==> config.mk <==
export PLATFORM = sky130hd
export DESIGN_NAME = bat_position_ctrl_flat
export DESIGN_NICKNAME = d
export VERILOG_FILES = /design/src/rtl/bat_position_ctrl_pkg.sv /design/src/rtl/bat_position_ctrl_if.sv /design/src/rtl/bat_position_ctrl_sync_edge.sv /design/src/rtl/bat_position_ctrl.sv /design/src/flat_wrapper.sv
export SDC_FILE = /design/constraint.sdc
export NUM_CORES = 1
export LEC_CHECK = 0
export CAP_MARGIN = 10
export CORE_UTILIZATION = 56
export CTS_CLUSTER_DIAMETER = 50
export CTS_CLUSTER_SIZE = 28
export DETAILED_ROUTE_END_ITERATION = 10
export PLACE_DENSITY = 0.85
export SYNTH_ARGS = -nofsm -noshare
export SYNTH_HDL_FRONTEND = slang
export SYNTH_HIERARCHICAL = 1
export SYNTH_SLANG_ARGS = --single-unit
==> constraint.sdc <==
create_clock -name clk -period 3.91 [get_ports clk]
set_input_delay 1.173 -clock clk [delete_from_list [all_inputs] [get_ports clk]]
set_output_delay 1.173 -clock clk [all_outputs]
set_load 0.03 [all_outputs]
==> src/rtl/bat_position_ctrl_pkg.sv <==
// Shared pong screen constants and the bat direction-state encoding.
// Imported by every bat and ball block.
package bat_position_ctrl_pkg;

  localparam int TOP_WALL_END   = 15;
  localparam int BOT_WALL_START = 240;
  localparam int BAT_H          = 32;

  localparam int V_MIN_DEF   = TOP_WALL_END + 1;
  localparam int V_MAX_DEF   = BOT_WALL_START - BAT_H;
  localparam int Y_RESET_DEF = (V_MIN_DEF + V_MAX_DEF) / 2;

  typedef enum logic [1:0] {
    DIR_IDLE = 2'd0,
    DIR_UP   = 2'd1,
    DIR_DOWN = 2'd2
  } dir_e;

  // Both or neither pressed means stand still.
  function automatic dir_e next_dir(
    input logic up,
    input logic dn
  );
    dir_e d;
    d = DIR_IDLE;
    unique case (1'b1)
      (up && !dn): d = DIR_UP;
      (dn && !up): d = DIR_DOWN;
      default:     d = DIR_IDLE;
    endcase
    return d;
  endfunction

endpackage

==> src/rtl/bat_position_ctrl_if.sv <==
// Video timing in, bat position and start line out.
// master drives timing and buttons, slave is the bat controller.
interface bat_position_ctrl_if #(
  parameter int VPOS_W = 9
);

  logic              hsync;
  logic              vsync;
  logic [VPOS_W-1:0] vpos;
  logic              btn_up;
  logic              btn_down;
  logic              start;
  logic [VPOS_W-1:0] bat_y;

  modport master (
    output hsync, vsync, vpos,
    output btn_up, btn_down,
    input  start, bat_y
  );

  modport slave (
    input  hsync, vsync, vpos,
    input  btn_up, btn_down,
    output start, bat_y
  );

endinterface

==> src/rtl/bat_position_ctrl_sync_edge.sv <==
// Two-flop synchroniser with a one-clock rising-edge pulse.
module bat_position_ctrl_sync_edge (
  input  logic clk,
  input  logic reset,
  input  logic i_d,
  output logic o_level,
  output logic o_rise
);

  logic r_s1;
  logic r_s2;
  logic r_prev;

  always_ff @(posedge clk or posedge reset) begin
    if (reset) begin
      r_s1   <= 1'b0;
      r_s2   <= 1'b0;
      r_prev <= 1'b0;
    end else begin
      r_s1   <= i_d;
      r_s2   <= r_s1;
      r_prev <= r_s2;
    end
  end

  assign o_level = r_s2;
  assign o_rise  = r_s2 & ~r_prev;

endmodule

==> src/rtl/bat_position_ctrl.sv <==
// Per-player bat position: buttons move the bat once per frame on vsync.
// Define BAT_ACCEL_EN to double the step after a long hold.
module bat_position_ctrl
  import bat_position_ctrl_pkg::*;
#(
  parameter int VPOS_W       = 9,
  parameter int V_MIN        = V_MIN_DEF,
  parameter int V_MAX        = V_MAX_DEF,
  parameter int Y_RESET      = Y_RESET_DEF,
  parameter int STEP         = 2,
  parameter int ACCEL_FRAMES = 8
) (
  input logic clk,
  input logic reset,
  bat_position_ctrl_if.slave bus
);

  localparam int SW = VPOS_W + 1;

  localparam logic signed [SW-1:0] L_MIN_S = SW'(V_MIN);
  localparam logic signed [SW-1:0] L_MAX_S = SW'(V_MAX);

  localparam logic [VPOS_W-1:0] L_MIN_U = VPOS_W'(V_MIN);
  localparam logic [VPOS_W-1:0] L_MAX_U = VPOS_W'(V_MAX);
  localparam logic [VPOS_W-1:0] L_RST_U = VPOS_W'(Y_RESET);

  logic w_up;
  logic w_dn;
  logic w_tick;
  logic w_vs_lvl_unused;
  logic w_up_rise_unused;
  logic w_dn_rise_unused;
  logic w_hsync_unused;

  dir_e r_dir;
  dir_e w_dir;

  logic [VPOS_W-1:0] r_bat_y;
  logic [VPOS_W-1:0] w_next_y;

  logic signed [SW-1:0] w_cur_s;
  logic signed [SW-1:0] w_step_s;
  logic signed [SW-1:0] w_sum_s;

  logic r_start;
  logic r_hsync;

`ifdef BAT_ACCEL_EN
  logic [3:0] r_hold;
  logic [3:0] w_hold;
`else
  localparam int ACCEL_UNUSED = ACCEL_FRAMES;
  dir_e w_dir_unused;
  assign w_dir_unused = r_dir;
`endif

  bat_position_ctrl_sync_edge u_vs (
    .clk     (clk),
    .reset   (reset),
    .i_d     (bus.vsync),
    .o_level (w_vs_lvl_unused),
    .o_rise  (w_tick)
  );

  bat_position_ctrl_sync_edge u_up (
    .clk     (clk),
    .reset   (reset),
    .i_d     (bus.btn_up),
    .o_level (w_up),
    .o_rise  (w_up_rise_unused)
  );

  bat_position_ctrl_sync_edge u_dn (
    .clk     (clk),
    .reset   (reset),
    .i_d     (bus.btn_down),
    .o_level (w_dn),
    .o_rise  (w_dn_rise_unused)
  );

  // One extra sign bit so a step past either wall clamps instead of wrapping.
  always_comb begin
    w_dir    = next_dir(w_up, w_dn);
    w_cur_s  = $signed({1'b0, r_bat_y});
    w_step_s = SW'(STEP);
`ifdef BAT_ACCEL_EN
    w_hold = '0;
    if (w_dir == r_dir && w_dir != DIR_IDLE)
      w_hold = (r_hold == '1) ? r_hold : r_hold + 4'd1;
    if (w_hold >= 4'(ACCEL_FRAMES))
      w_step_s = SW'(2 * STEP);
`endif
    w_sum_s  = w_cur_s;
    w_next_y = r_bat_y;
    unique case (w_dir)
      DIR_UP: begin
        w_sum_s  = w_cur_s - w_step_s;
        w_next_y = (w_sum_s < L_MIN_S) ?
                   L_MIN_U : w_sum_s[VPOS_W-1:0];
      end
      DIR_DOWN: begin
        w_sum_s  = w_cur_s + w_step_s;
        w_next_y = (w_sum_s > L_MAX_S) ?
                   L_MAX_U : w_sum_s[VPOS_W-1:0];
      end
      default: begin
        w_next_y = r_bat_y;
      end
    endcase
  end

  always_ff @(posedge clk or posedge reset) begin
    if (reset) begin
      r_dir   <= DIR_IDLE;
      r_bat_y <= L_RST_U;
      r_start <= 1'b0;
      r_hsync <= 1'b0;
`ifdef BAT_ACCEL_EN
      r_hold  <= '0;
`endif
    end else begin
      r_hsync <= bus.hsync;
      r_start <= (bus.vpos == r_bat_y);
      if (w_tick) begin
        r_dir   <= w_dir;
        r_bat_y <= w_next_y;
`ifdef BAT_ACCEL_EN
        r_hold  <= w_hold;
`endif
      end
    end
  end

  // Registered hsync is kept only as a line-boundary reference.
  assign w_hsync_unused = r_hsync;

  assign bus.start = r_start;
  assign bus.bat_y = r_bat_y;

endmodule

==> src/flat_wrapper.sv <==
// flat-port wrapper written by rule: the top's interface ports become plain ports
module bat_position_ctrl_flat import bat_position_ctrl_pkg::*;
#(
  parameter int VPOS_W       = 9,
  parameter int V_MIN        = V_MIN_DEF,
  parameter int V_MAX        = V_MAX_DEF,
  parameter int Y_RESET      = Y_RESET_DEF,
  parameter int STEP         = 2,
  parameter int ACCEL_FRAMES = 8
)
  (clk, reset, bus_hsync, bus_vsync, bus_vpos, bus_btn_up, bus_btn_down, bus_start, bus_bat_y);
  bat_position_ctrl_if #(.VPOS_W(VPOS_W)) bus_i ();
  input logic clk;
  input logic reset;
  input wire logic [$bits(bus_i.hsync)-1:0] bus_hsync;
  input wire logic [$bits(bus_i.vsync)-1:0] bus_vsync;
  input wire logic [$bits(bus_i.vpos)-1:0] bus_vpos;
  input wire logic [$bits(bus_i.btn_up)-1:0] bus_btn_up;
  input wire logic [$bits(bus_i.btn_down)-1:0] bus_btn_down;
  output wire logic [$bits(bus_i.start)-1:0] bus_start;
  output wire logic [$bits(bus_i.bat_y)-1:0] bus_bat_y;
  assign bus_i.hsync = bus_hsync;
  assign bus_i.vsync = bus_vsync;
  assign bus_i.vpos = bus_vpos;
  assign bus_i.btn_up = bus_btn_up;
  assign bus_i.btn_down = bus_btn_down;
  assign bus_start = bus_i.start;
  assign bus_bat_y = bus_i.bat_y;
  bat_position_ctrl #(.VPOS_W(VPOS_W), .V_MIN(V_MIN), .V_MAX(V_MAX), .Y_RESET(Y_RESET), .STEP(STEP), .ACCEL_FRAMES(ACCEL_FRAMES)) u_core (.clk(clk), .reset(reset), .bus(bus_i));
endmodule
# --- Word-level counts from Yosys, hierarchy flattened ---
# Index checks and enable logic that the tools add are counted.
classes:
  muxes: 4
  n_bitwise: 2
  n_lt_le_gt_ge: 2
  eq_ne: 3
  n_addsub: 2
  n_reduce_logical: 6
op_table:
  columns: ["operator", "n"]
  rows:
  - ["9-bit 2-to-1 mux", 2]
  - ["9-bit case mux with 2 select lines", 1]
  - ["9-bit by 2-bit adder with 10-bit output (second input constant)", 1]
  - ["10-bit by 9-bit > comparator with 1-bit output (second input constant)", 1]
  - ["10-bit by 6-bit < comparator with 1-bit output (second input constant)", 1]
  - ["9-bit by 2-bit subtractor with 10-bit output (second input constant)", 1]
  - ["9-bit == test", 1]
  - ["2-bit case mux with 2 select lines", 1]
  - ["2-bit by 1-bit == test with 1-bit output (second input constant)", 1]
  - ["2-bit == test (second input constant)", 1]
  - ["1-bit logical AND", 2]
  - ["1-bit logical NOT", 2]
  - ["2-bit AND reduction", 1]
  - ["2-bit nonzero test", 1]
  - ["1-bit AND", 1]
  - ["1-bit NOT", 1]
word_totals:
  output_inout_bits: 10
  input_bits: 15
  reg_bits: 17

# --- Depth between registers and ports, before layout ---
# Gate-level depths: netlist of the first run.
logic_depth:
  ltp_word: 6
  mapped_depth: 10
  ltp_nobuf: 8

# --- Hierarchy ---
# The synthesis of the first run kept the hierarchy.
modules_own_cells:
  columns: ["mod", "cells_per_inst", "instances", "area_each_um2"]
  rows:
  - ["bat_position_ctrl", 134, 1, 1041.0]
  - ["bat_position_ctrl_sync_edge", 5, 3, 92.6]

# --- Least setup slack after synthesis of the first run ---
# No wires, ideal clock.
synth_path:
  kind: "register to register"
  startpoint: "register u_core.r_bat_y[2] (netlist: u_core/bus.bat_y[2])"
  endpoint: "register u_core.r_bat_y[1] (netlist: u_core/bus.bat_y[1])"
  t_arrival_ns: 1.952
  setup_time_ns: 0.130
  period_less_slack_ns: 2.082
  slack_ns: 1.828
  stages_incl_launch_ff: 8
  required_time_ns: 3.780
  cell_sequence: "dfrtp_1 ha_1 nand3_1 o31a_1 o21ai_1 o31ai_4 o211ai_1 o21ai_0"
synth_between:
  elab_chain_cells: 4
  elab_cells_between_ends: 7
  cone_classes: "add/sub: 2; order compare: 2; mux: 3"
synth_lines:
  columns: ["item", "line_no", "rtl"]
  rows:
  - ["start, declared", "bat_position_ctrl.sv:38", "logic [VPOS_W-1:0] r_bat_y;"]
  - ["start signal, assigned", "bat_position_ctrl.sv:126", "r_bat_y <= w_next_y;"]
  - ["9-bit by 2-bit adder with 10-bit output / 9-bit by 2-bit subtractor with 10-bit output (equally long branches)", "bat_position_ctrl.sv:102, bat_position_ctrl.sv:97", null]
  - ["10-bit by 9-bit > comparator with 1-bit output / 10-bit by 6-bit < comparator with 1-bit output (equally long branches)", "bat_position_ctrl.sv:103, bat_position_ctrl.sv:98", null]
  - ["9-bit 2-to-1 mux, on equally long branches", "bat_position_ctrl.sv:103, bat_position_ctrl.sv:98", null]
  - ["9-bit case mux with 2 select lines *", "bat_position_ctrl.sv:95", "unique case (w_dir)"]
# Every way passes the cells marked *; elsewhere a longest branch is shown, timed or not.
# A chain may end at the register's enable or synchronous reset.

# --- Worst setup path after layout of the first run ---
layout_path:
  startpoint: "register u_core.r_bat_y[4] (netlist: u_core/bus.bat_y[4])"
  endpoint: "output port bus_bat_y[4]"
layout_lines:
  columns: ["item", "line_no", "rtl"]
  rows:
  - ["end, declared", "flat_wrapper.sv:21", "output wire logic [$bits(bus_i.bat_y)-1:0] bus_bat_y;"]
# No word-level cell between the ends.

==> results.yml, run 1 <==
setup_path:
  reg2reg_to: "u_core/bus.bat_y[1]"
  crit_path_end_kind: "primary output"
  cp_num_cells: 1
  rrSetupSlack_ns: 1.42
  cp_cell_sequence: "clkdlybuf4s50_1"
  critPathRequiredTime_ns: 2.74
  startpoint: "u_core/bus.bat_y[4]"
  critPathLaunchType: "flip-flop"
  crit_type: "reg2out"
  crit_buf_inv: 1
  max_stage_delay_ns: 0.75
  critPathArrivalTime_ns: 1.77
  crit_slowest_cell: "dfstp_2"
  rr_worst_depth: 7
  critPathTopFamily: "flip-flops"
  rr_startpoint: "u_core/bus.bat_y[2]"
  critPathMaxFanout: 20
grt:
  antenna_found_initial: 0
  grt_max_degree: 21
  grt_usage: 0.256
  overflow: 0
  grt_first_pass_wirelength_mm: 4.78
  grt_pass1_vias: 1084
routing:
  viasPerCell: 6.22
  wl_per_cell_um: 15.4
  drtAntennaViolNets: 0
  drt_iter0_markers: 45
  drc: 0
  drtPass1Iterations: 4
  wl_mm: 2.85
  dr_total_vias: 1151
clock_network:
  cts_buffers: 3
  cts_resized: 0
  postCtsSetupBuffers: 0
  clock_tree.buffer_depth: 2
  insertion_delay_ns: 0.28
  cts_tree: "yes"
  htreeDepth: 1
  cts.sinks: 16
  clkSlewWorstSetupHoldPaths_ns: 0.10
  postCtsHoldBufs: 0
  cts_root_buf: "clkbuf_4"
final_layout:
  final_cell_mix: "22 x clkdlybuf4s50_1, 13 x dfrtp_1, 11 x inv_1, 9 x nor2_1"
  nNetsFinal: 178
  final_common_cell: "clkdlybuf4s50_1"
  multi_input_area_um2: 712
  drive_above_1_share: 0.108
  seqCellArea_um2: 404
  syn2layout_area_growth_pct: 16.6
  fin_cells: 185
  nFillCells: 152
  antenna_cells: 0
synthesis:
  synth-warning-count: 6
  synth_cells: 145
  avgSynthCellArea_um2: 8.56
  netlist_area_um2: 1240
  synth_fp_nets: 164
floorplan:
  num_rows: 16
  core_um2: 2020
  fp.dieW_um: 49.1
  dieArea_um2: 2410
  die_h_um: 49.1
  io_pins: 25
  start_util: 0.614
run_status:
  outcome: "finished, final reports clean"
timing:
  tightest_slew_ns: 0.566
  finalClockSkew_ns: 0.00431
  setup_tns_ns: 0
  fmax_ghz: 0.340
  fin_crit_sh: 0.753
  slew_viol_final: 0
  slew_headroom: 0.623
  fin_crit_ns: 2.94
  setup_violations: 0
  hold_violations: 0
  rsz0062_at_grt: "no"
place:
  port-buffer-count: 22
  dp_hpwl_mm: 2.03
  dp.cells: 181
  gp_congestion: 0.899
power:
  irDropWorstVdd_mv: 0.390
  powerDensity_nw_per_um2: 552
  leakagePower_nw: 0.550
run:
  maxCapViolations: 0
min_path:
  hp-start: "u_core/u_dn/r_s1"
  hold_class: "reg2reg"
  hold-path-endpoint: "u_core/u_dn/o_level"
  hold_depth: 0
==> registers in the layout, indices dropped and copies added (netlist names) <==
| register | flops |
|---|---|
| u_core/u_up/o_level | 1 |
| u_core/u_dn/o_level | 1 |
| u_core/u_vs/r_s1 | 1 |
| u_core/u_dn/r_s1 | 1 |
| u_core/bus.bat_y | 8 |
| u_core/bus.start | 1 |
| u_core/u_vs/o_level | 1 |
| u_core/u_vs/r_prev | 1 |
| u_core/u_up/r_s1 | 1 |
==> how the worst max path moves through the flow <==
stage / endpoint / slack, ns
floorplan: u_core/bus.bat_y[1] / 1.83
global placement: bus_bat_y[4] / 1.29
detailed placement: bus_bat_y[4] / 1.28
CTS: bus_bat_y[4] / 0.95
global route: bus_bat_y[4] / 0.87
finish: bus_bat_y[4] / 0.97
==> stage by stage <==
| step | cell area, µm² | setup WS [ns] | power [W] | hold WS, ns | utilization |
|---|---|---|---|---|---|
| after detailed placement | 1410 | 1.28 | 0.000684 | 0.345 | 0.698 |
| after CTS | 1450 | 0.949 | 0.000796 | 0.368 | 0.716 |
| final | 1450 | 0.967 | 0.000799 | 0.366 | 0.716 |
| after global routing | 1450 | 0.874 | 0.000857 | 0.376 | 0.716 |
| after global placement | 1410 | 1.29 | 0.000671 | 0.335 | 0.698 |
| after floorplan | 1240 | 1.83 | 0.000600 | 0.331 | - |
==> layer usage <==
metal,vias to the layer above,share of wire,global-route usage
met5,-,0,0
met2,58,0.51,0.447
li1,541,-,-
met1,548,0.43,0.323
met4,0,0.0081,0.0833
met3,4,0.047,0.0312
==> where the power goes <==
group | total (W) | internal (W) | switching [W]
sequential | 0.000309 | 0.000205 | 0.000104
clock | 0.000110 | 0.0000566 | 0.0000532
combinational | 0.000380 | 0.000175 | 0.000205
==> cell type report <==
type	instances	share of cell area
clock buffers	4	0.0251
multi-input cells	105	0.492
inverters	11	0.0285
repair buffers	22	0.152
well taps	27	0.0233
flip-flops and latches	16	0.279
Power figures use the tool's default switching activity.
==> run 2, diff against run 1 <==
--- a/config.mk
+++ b/config.mk
@@ -6,11 +6,11 @@
 export NUM_CORES = 1
 export LEC_CHECK = 0
 export CAP_MARGIN = 10
-export CORE_UTILIZATION = 56
+export CORE_UTILIZATION = 47
 export CTS_CLUSTER_DIAMETER = 50
 export CTS_CLUSTER_SIZE = 28
 export DETAILED_ROUTE_END_ITERATION = 10
-export PLACE_DENSITY = 0.85
+export PLACE_DENSITY = 0.76
 export SYNTH_ARGS = -nofsm -noshare
 export SYNTH_HDL_FRONTEND = slang
 export SYNTH_HIERARCHICAL = 1
==> constraint.sdc (replaced) <==
create_clock -name clk -period 2.7 [get_ports clk]
set_input_delay 0.81 -clock clk [delete_from_list [all_inputs] [get_ports clk]]
set_output_delay 0.81 -clock clk [all_outputs]
set_load 0.03 [all_outputs]
==> run 2 against run 1 <==
- sequential power increased by 33%
- final cell count increased by 2.7%
- worst hold slack got worse by 0.0063 ns
- largest power group unchanged
- register-to-register slack got worse by 1.1 ns
- die area increased by 18%
==> results.yml, run 2 (same netlist as run 1, synthesis figures left out) <==
place:
  placed_area_um2: 1430
  port-buffer-count: 22
  place_worst_setup_slack_ns: 0.376
  dp_hpwl_mm: 1.99
  gp_congestion: 0.859
run:
  maxCapViolations: 0
final_layout:
  nNetsFinal: 180
  final_cell_mix: "22 x clkdlybuf4s50_1, 13 x dfrtp_1, 11 x inv_1, 9 x nor2_1"
  syn2layout_area_growth_pct: 18.1
  nFillCells: 227
  drive_above_1_share: 0.119
  finalInstanceArea_um2: 1470
  largest_register_ffs: 8
  antenna_cells: 0
  final_common_cell: "clkdlybuf4s50_1"
clock_network:
  clkSlewWorstSetupHoldPaths_ns: 0.10
  insertion_delay_ns: 0.28
  postCtsHoldBufs: 0
  cts_buffers: 3
  cts_resized: 0
  postCtsSetupBuffers: 0
  cts.sinks: 16
  cts_root_buf: "clkbuf_4"
  clock_tree.buffer_depth: 2
  htreeDepth: 1
  cts_tree: "yes"
floorplan:
  core_um2: 2480
  dieArea_um2: 2850
  start_util: 0.501
  io_pins: 25
  num_rows: 18
  die_h_um: 53.4
  fp.dieW_um: 53.4
grt:
  overflow: 0
  grt_pass1_vias: 1018
  grt_first_pass_wirelength_mm: 4.33
  grt_usage: 0.214
  grt_max_degree: 21
  antenna_found_initial: 0
setup_path:
  critPathMaxFanout: 20
  critPathArrivalTime_ns: 1.77
  crit_path_end_kind: "primary output"
  critPathTopFamily: "flip-flops"
  crit_slowest_cell: "dfstp_2"
  critPathLaunchType: "flip-flop"
  crit_type: "reg2out"
  crit_buf_inv: 1
  cp_cell_sequence: "clkdlybuf4s50_1"
  critPathRequiredTime_ns: 1.89
  max_stage_delay_ns: 0.75
timing:
  worst_slack_ns: 0.121
  fin_crit_ns: 2.58
  slew_viol_final: 0
  hold_violations: 0
  whs_ns: 0.360
  rsz0062_at_grt: "no"
  setup_violations: 0
  tightest_slew_ns: 0.618
  fmax_ghz: 0.388
  slew_headroom: 0.588
  fin_crit_sh: 0.955
  setup_tns_ns: 0
  finalClockSkew_ns: 0.00322
power:
  leakagePower_nw: 0.561
  finalPower_w: 0.00118
  powerDensity_nw_per_um2: 804
  irDropWorstVdd_mv: 0.547
routing:
  drc: 0
  wl_mm: 2.78
  viasPerCell: 6.01
  drtPass1Iterations: 4
  wl_per_cell_um: 14.6
  dr_total_vias: 1141
  drt_iter0_markers: 61
  drtAntennaViolNets: 0
run_status:
  outcome: "finished, final reports clean"
min_path:
  hold_class: "reg2reg"
[run 2: cell types whose count changed in the layout (fill, tap and decap cells not counted), sizes merged]
cell,before,now
buf,0,2
[run 2: layout make-up]
| type | instances | area [µm²] | area share |
|---|---|---|---|
| multi-input cells | 105 | 712 | 0.485 |
| repair buffers | 24 | 235 | 0.160 |
| inverters | 11 | 41.3 | 0.0282 |
| flip-flops and latches | 16 | 404 | 0.276 |
| well taps | 30 | 37.5 | 0.0256 |
| clock buffers | 4 | 36.3 | 0.0247 |
[run 2: metal layers]
metal,vias up,part of all wire,global-route usage
li1,549,-,-
met1,544,0.42,0.258
met2,44,0.51,0.363
met3,4,0.065,0.0374
met4,0,0.0083,0.101
met5,-,0,0
[run 2: through the flow]
stage          cells   util
3_5_place_dp     186  0.577
2_1_floorplan    145      -
4_1_cts          190  0.592
3_3_place_gp     186  0.577
6_report         190  0.592
5_1_grt          190  0.592
[run 2: path summary, 6_finish.rpt]
kind | end | start | cells past startpoint | slack (ns)
max | bus_bat_y[4] | u_core/bus.bat_y[4] | 1 | 0.12
min | u_core/u_dn/o_level | u_core/u_dn/r_s1 | 0 | 0.36
max reg2reg | u_core/bus.bat_y[2] | u_core/bus.bat_y[1] | 7 | 0.30
min reg2reg | u_core/u_dn/o_level | u_core/u_dn/r_s1 | 0 | 0.36
max in group asynchronous | u_core/bus.bat_y[4] | reset | 2 | 1.50
min in group asynchronous | u_core/u_dn/r_s1 | reset | 2 | 0.74
[run 2: where the power goes]
part           switching (W)  total [W]  internal (W)
clock              0.0000771   0.000159     0.0000821
sequential          0.000114   0.000410      0.000296
combinational       0.000340   0.000609      0.000269
==> run 3, diff against run 2 <==
--- a/config.mk
+++ b/config.mk
@@ -10,6 +10,7 @@
 export CTS_CLUSTER_DIAMETER = 50
 export CTS_CLUSTER_SIZE = 28
 export DETAILED_ROUTE_END_ITERATION = 10
+export MAX_ROUTING_LAYER = met4
 export PLACE_DENSITY = 0.76
 export SYNTH_ARGS = -nofsm -noshare
 export SYNTH_HDL_FRONTEND = slang
==> run 3 against run 2 <==
- first-iteration DRC count up 23%
- wire length up 3.9%
- worst hold slack better by 0.0082 ns
- cell area down 0.68%
==> results.yml, run 3 (same netlist as run 1, synthesis figures left out) <==
clock_network:
  cts_root_buf: "clkbuf_4"
  insertion_delay_ns: 0.29
  cts_resized: 0
  postCtsHoldBufs: 0
  cts_buffers: 3
  htreeDepth: 1
  clkSlewWorstSetupHoldPaths_ns: 0.10
  cts.sinks: 16
  clock_tree.buffer_depth: 2
  cts_tree: "yes"
  postCtsSetupBuffers: 0
floorplan:
  start_util: 0.501
  dieArea_um2: 2850
  io_pins: 25
  die_h_um: 53.4
  core_um2: 2480
  num_rows: 18
  fp.dieW_um: 53.4
grt:
  grt_max_degree: 21
  grt_usage: 0.236
  grt_first_pass_wirelength_mm: 4.68
  overflow: 0
  grt_pass1_vias: 1064
  antenna_found_initial: 0
timing:
  fin_crit_ns: 2.60
  fin_crit_sh: 0.963
  tightest_slew_ns: 0.608
  slew_headroom: 0.595
  fmax_ghz: 0.385
  setup_tns_ns: 0
  finalClockSkew_ns: 0.00330
  whs_ns: 0.368
  setup_violations: 0
  hold_violations: 0
  rsz0062_at_grt: "no"
  slew_viol_final: 0
routing:
  drtAntennaViolNets: 0
  drt_iter0_markers: 75
  dr_total_vias: 1163
  viasPerCell: 6.12
  wl_mm: 2.89
  drc: 0
  drtPass1Iterations: 4
  wl_per_cell_um: 15.2
final_layout:
  largest_register_ffs: 8
  drive_above_1_share: 0.113
  seqCellArea_um2: 404
  antenna_cells: 0
  multi_input_area_um2: 712
  syn2layout_area_growth_pct: 17.3
  nFillCells: 234
  final_common_cell: "clkdlybuf4s50_1"
  nNetsFinal: 180
  final_cell_mix: "22 x clkdlybuf4s50_1, 13 x dfrtp_1, 11 x inv_1, 9 x nor2_1"
min_path:
  hold_depth: 0
  hold_class: "reg2reg"
run:
  maxCapViolations: 0
place:
  dp_hpwl_mm: 2.10
  port-buffer-count: 22
  gp_congestion: 0.892
setup_path:
  critPathLaunchType: "flip-flop"
  critPathMaxFanout: 20
  rrSetupSlack_ns: 0.33
  critPathRequiredTime_ns: 1.89
  startpoint: "u_core/bus.bat_y[4]"
  max_stage_delay_ns: 0.76
  critPathArrivalTime_ns: 1.79
  reg2reg_to: "u_core/bus.bat_y[5]"
  crit_path_end_kind: "primary output"
  cp_cell_sequence: "clkdlybuf4s50_1"
  crit_buf_inv: 1
  crit_type: "reg2out"
  rr_worst_depth: 7
  crit_slowest_cell: "dfstp_2"
  rr_startpoint: "u_core/bus.bat_y[1]"
  cp_num_cells: 1
  endpoint: "bus_bat_y[4]"
  critPathTopFamily: "flip-flops"
power:
  leakagePower_nw: 0.555
  powerDensity_nw_per_um2: 798
  irDropWorstVdd_mv: 0.487
run_status:
  outcome: "finished, final reports clean"
==> run 3: per-layer routing <==
layer	vias to the layer above	share of wire	global-route usage
li1	549	-	-
met1	542	0.40	0.282
met2	66	0.50	0.388
met3	6	0.083	0.0402
met4	0	0.012	0.105
met5	-	0	-
==> run 3: layout make-up <==
type,instances,share of cell area
Inverter,11,0.0284
Timing Repair Buffer,24,0.162
Tap cell,30,0.0258
Sequential cell,16,0.277
Clock buffer,4,0.0180
Multi-Input combinational cell,105,0.489
==> run 3: report_power, final <==
part	internal (W)	switching [W]	total (W)
registers	0.000296	0.000120	0.000416
clock network	0.0000575	0.0000819	0.000139
logic	0.000270	0.000338	0.000607
==> run 3: worst min-delay path by stage <==
stage	startpoint	slack [ns]	to
after global placement	u_core/u_dn/r_s1	0.34	u_core/u_dn/o_level
after floorplan	u_core/u_dn/r_s1	0.33	u_core/u_dn/o_level
after CTS	u_core/u_vs/r_s1	0.37	u_core/u_vs/o_level
after detailed placement	u_core/u_vs/r_s1	0.34	u_core/u_vs/o_level
final	u_core/u_vs/r_s1	0.37	u_core/u_vs/o_level
after global routing	u_core/u_dn/r_s1	0.38	u_core/u_dn/o_level
==> run 3: through the flow <==
step	utilization	area (µm²)	cells	setup WS, ns	total power, W
finish	0.588	1460	190	0.101	0.00116
global route	0.588	1460	190	0.0448	0.00124
CTS	0.588	1460	190	0.103	0.00116
detailed placement	0.577	1430	186	0.370	0.00102
global placement	0.577	1430	186	0.416	0.000994
floorplan	-	1240	145	0.618	0.000870
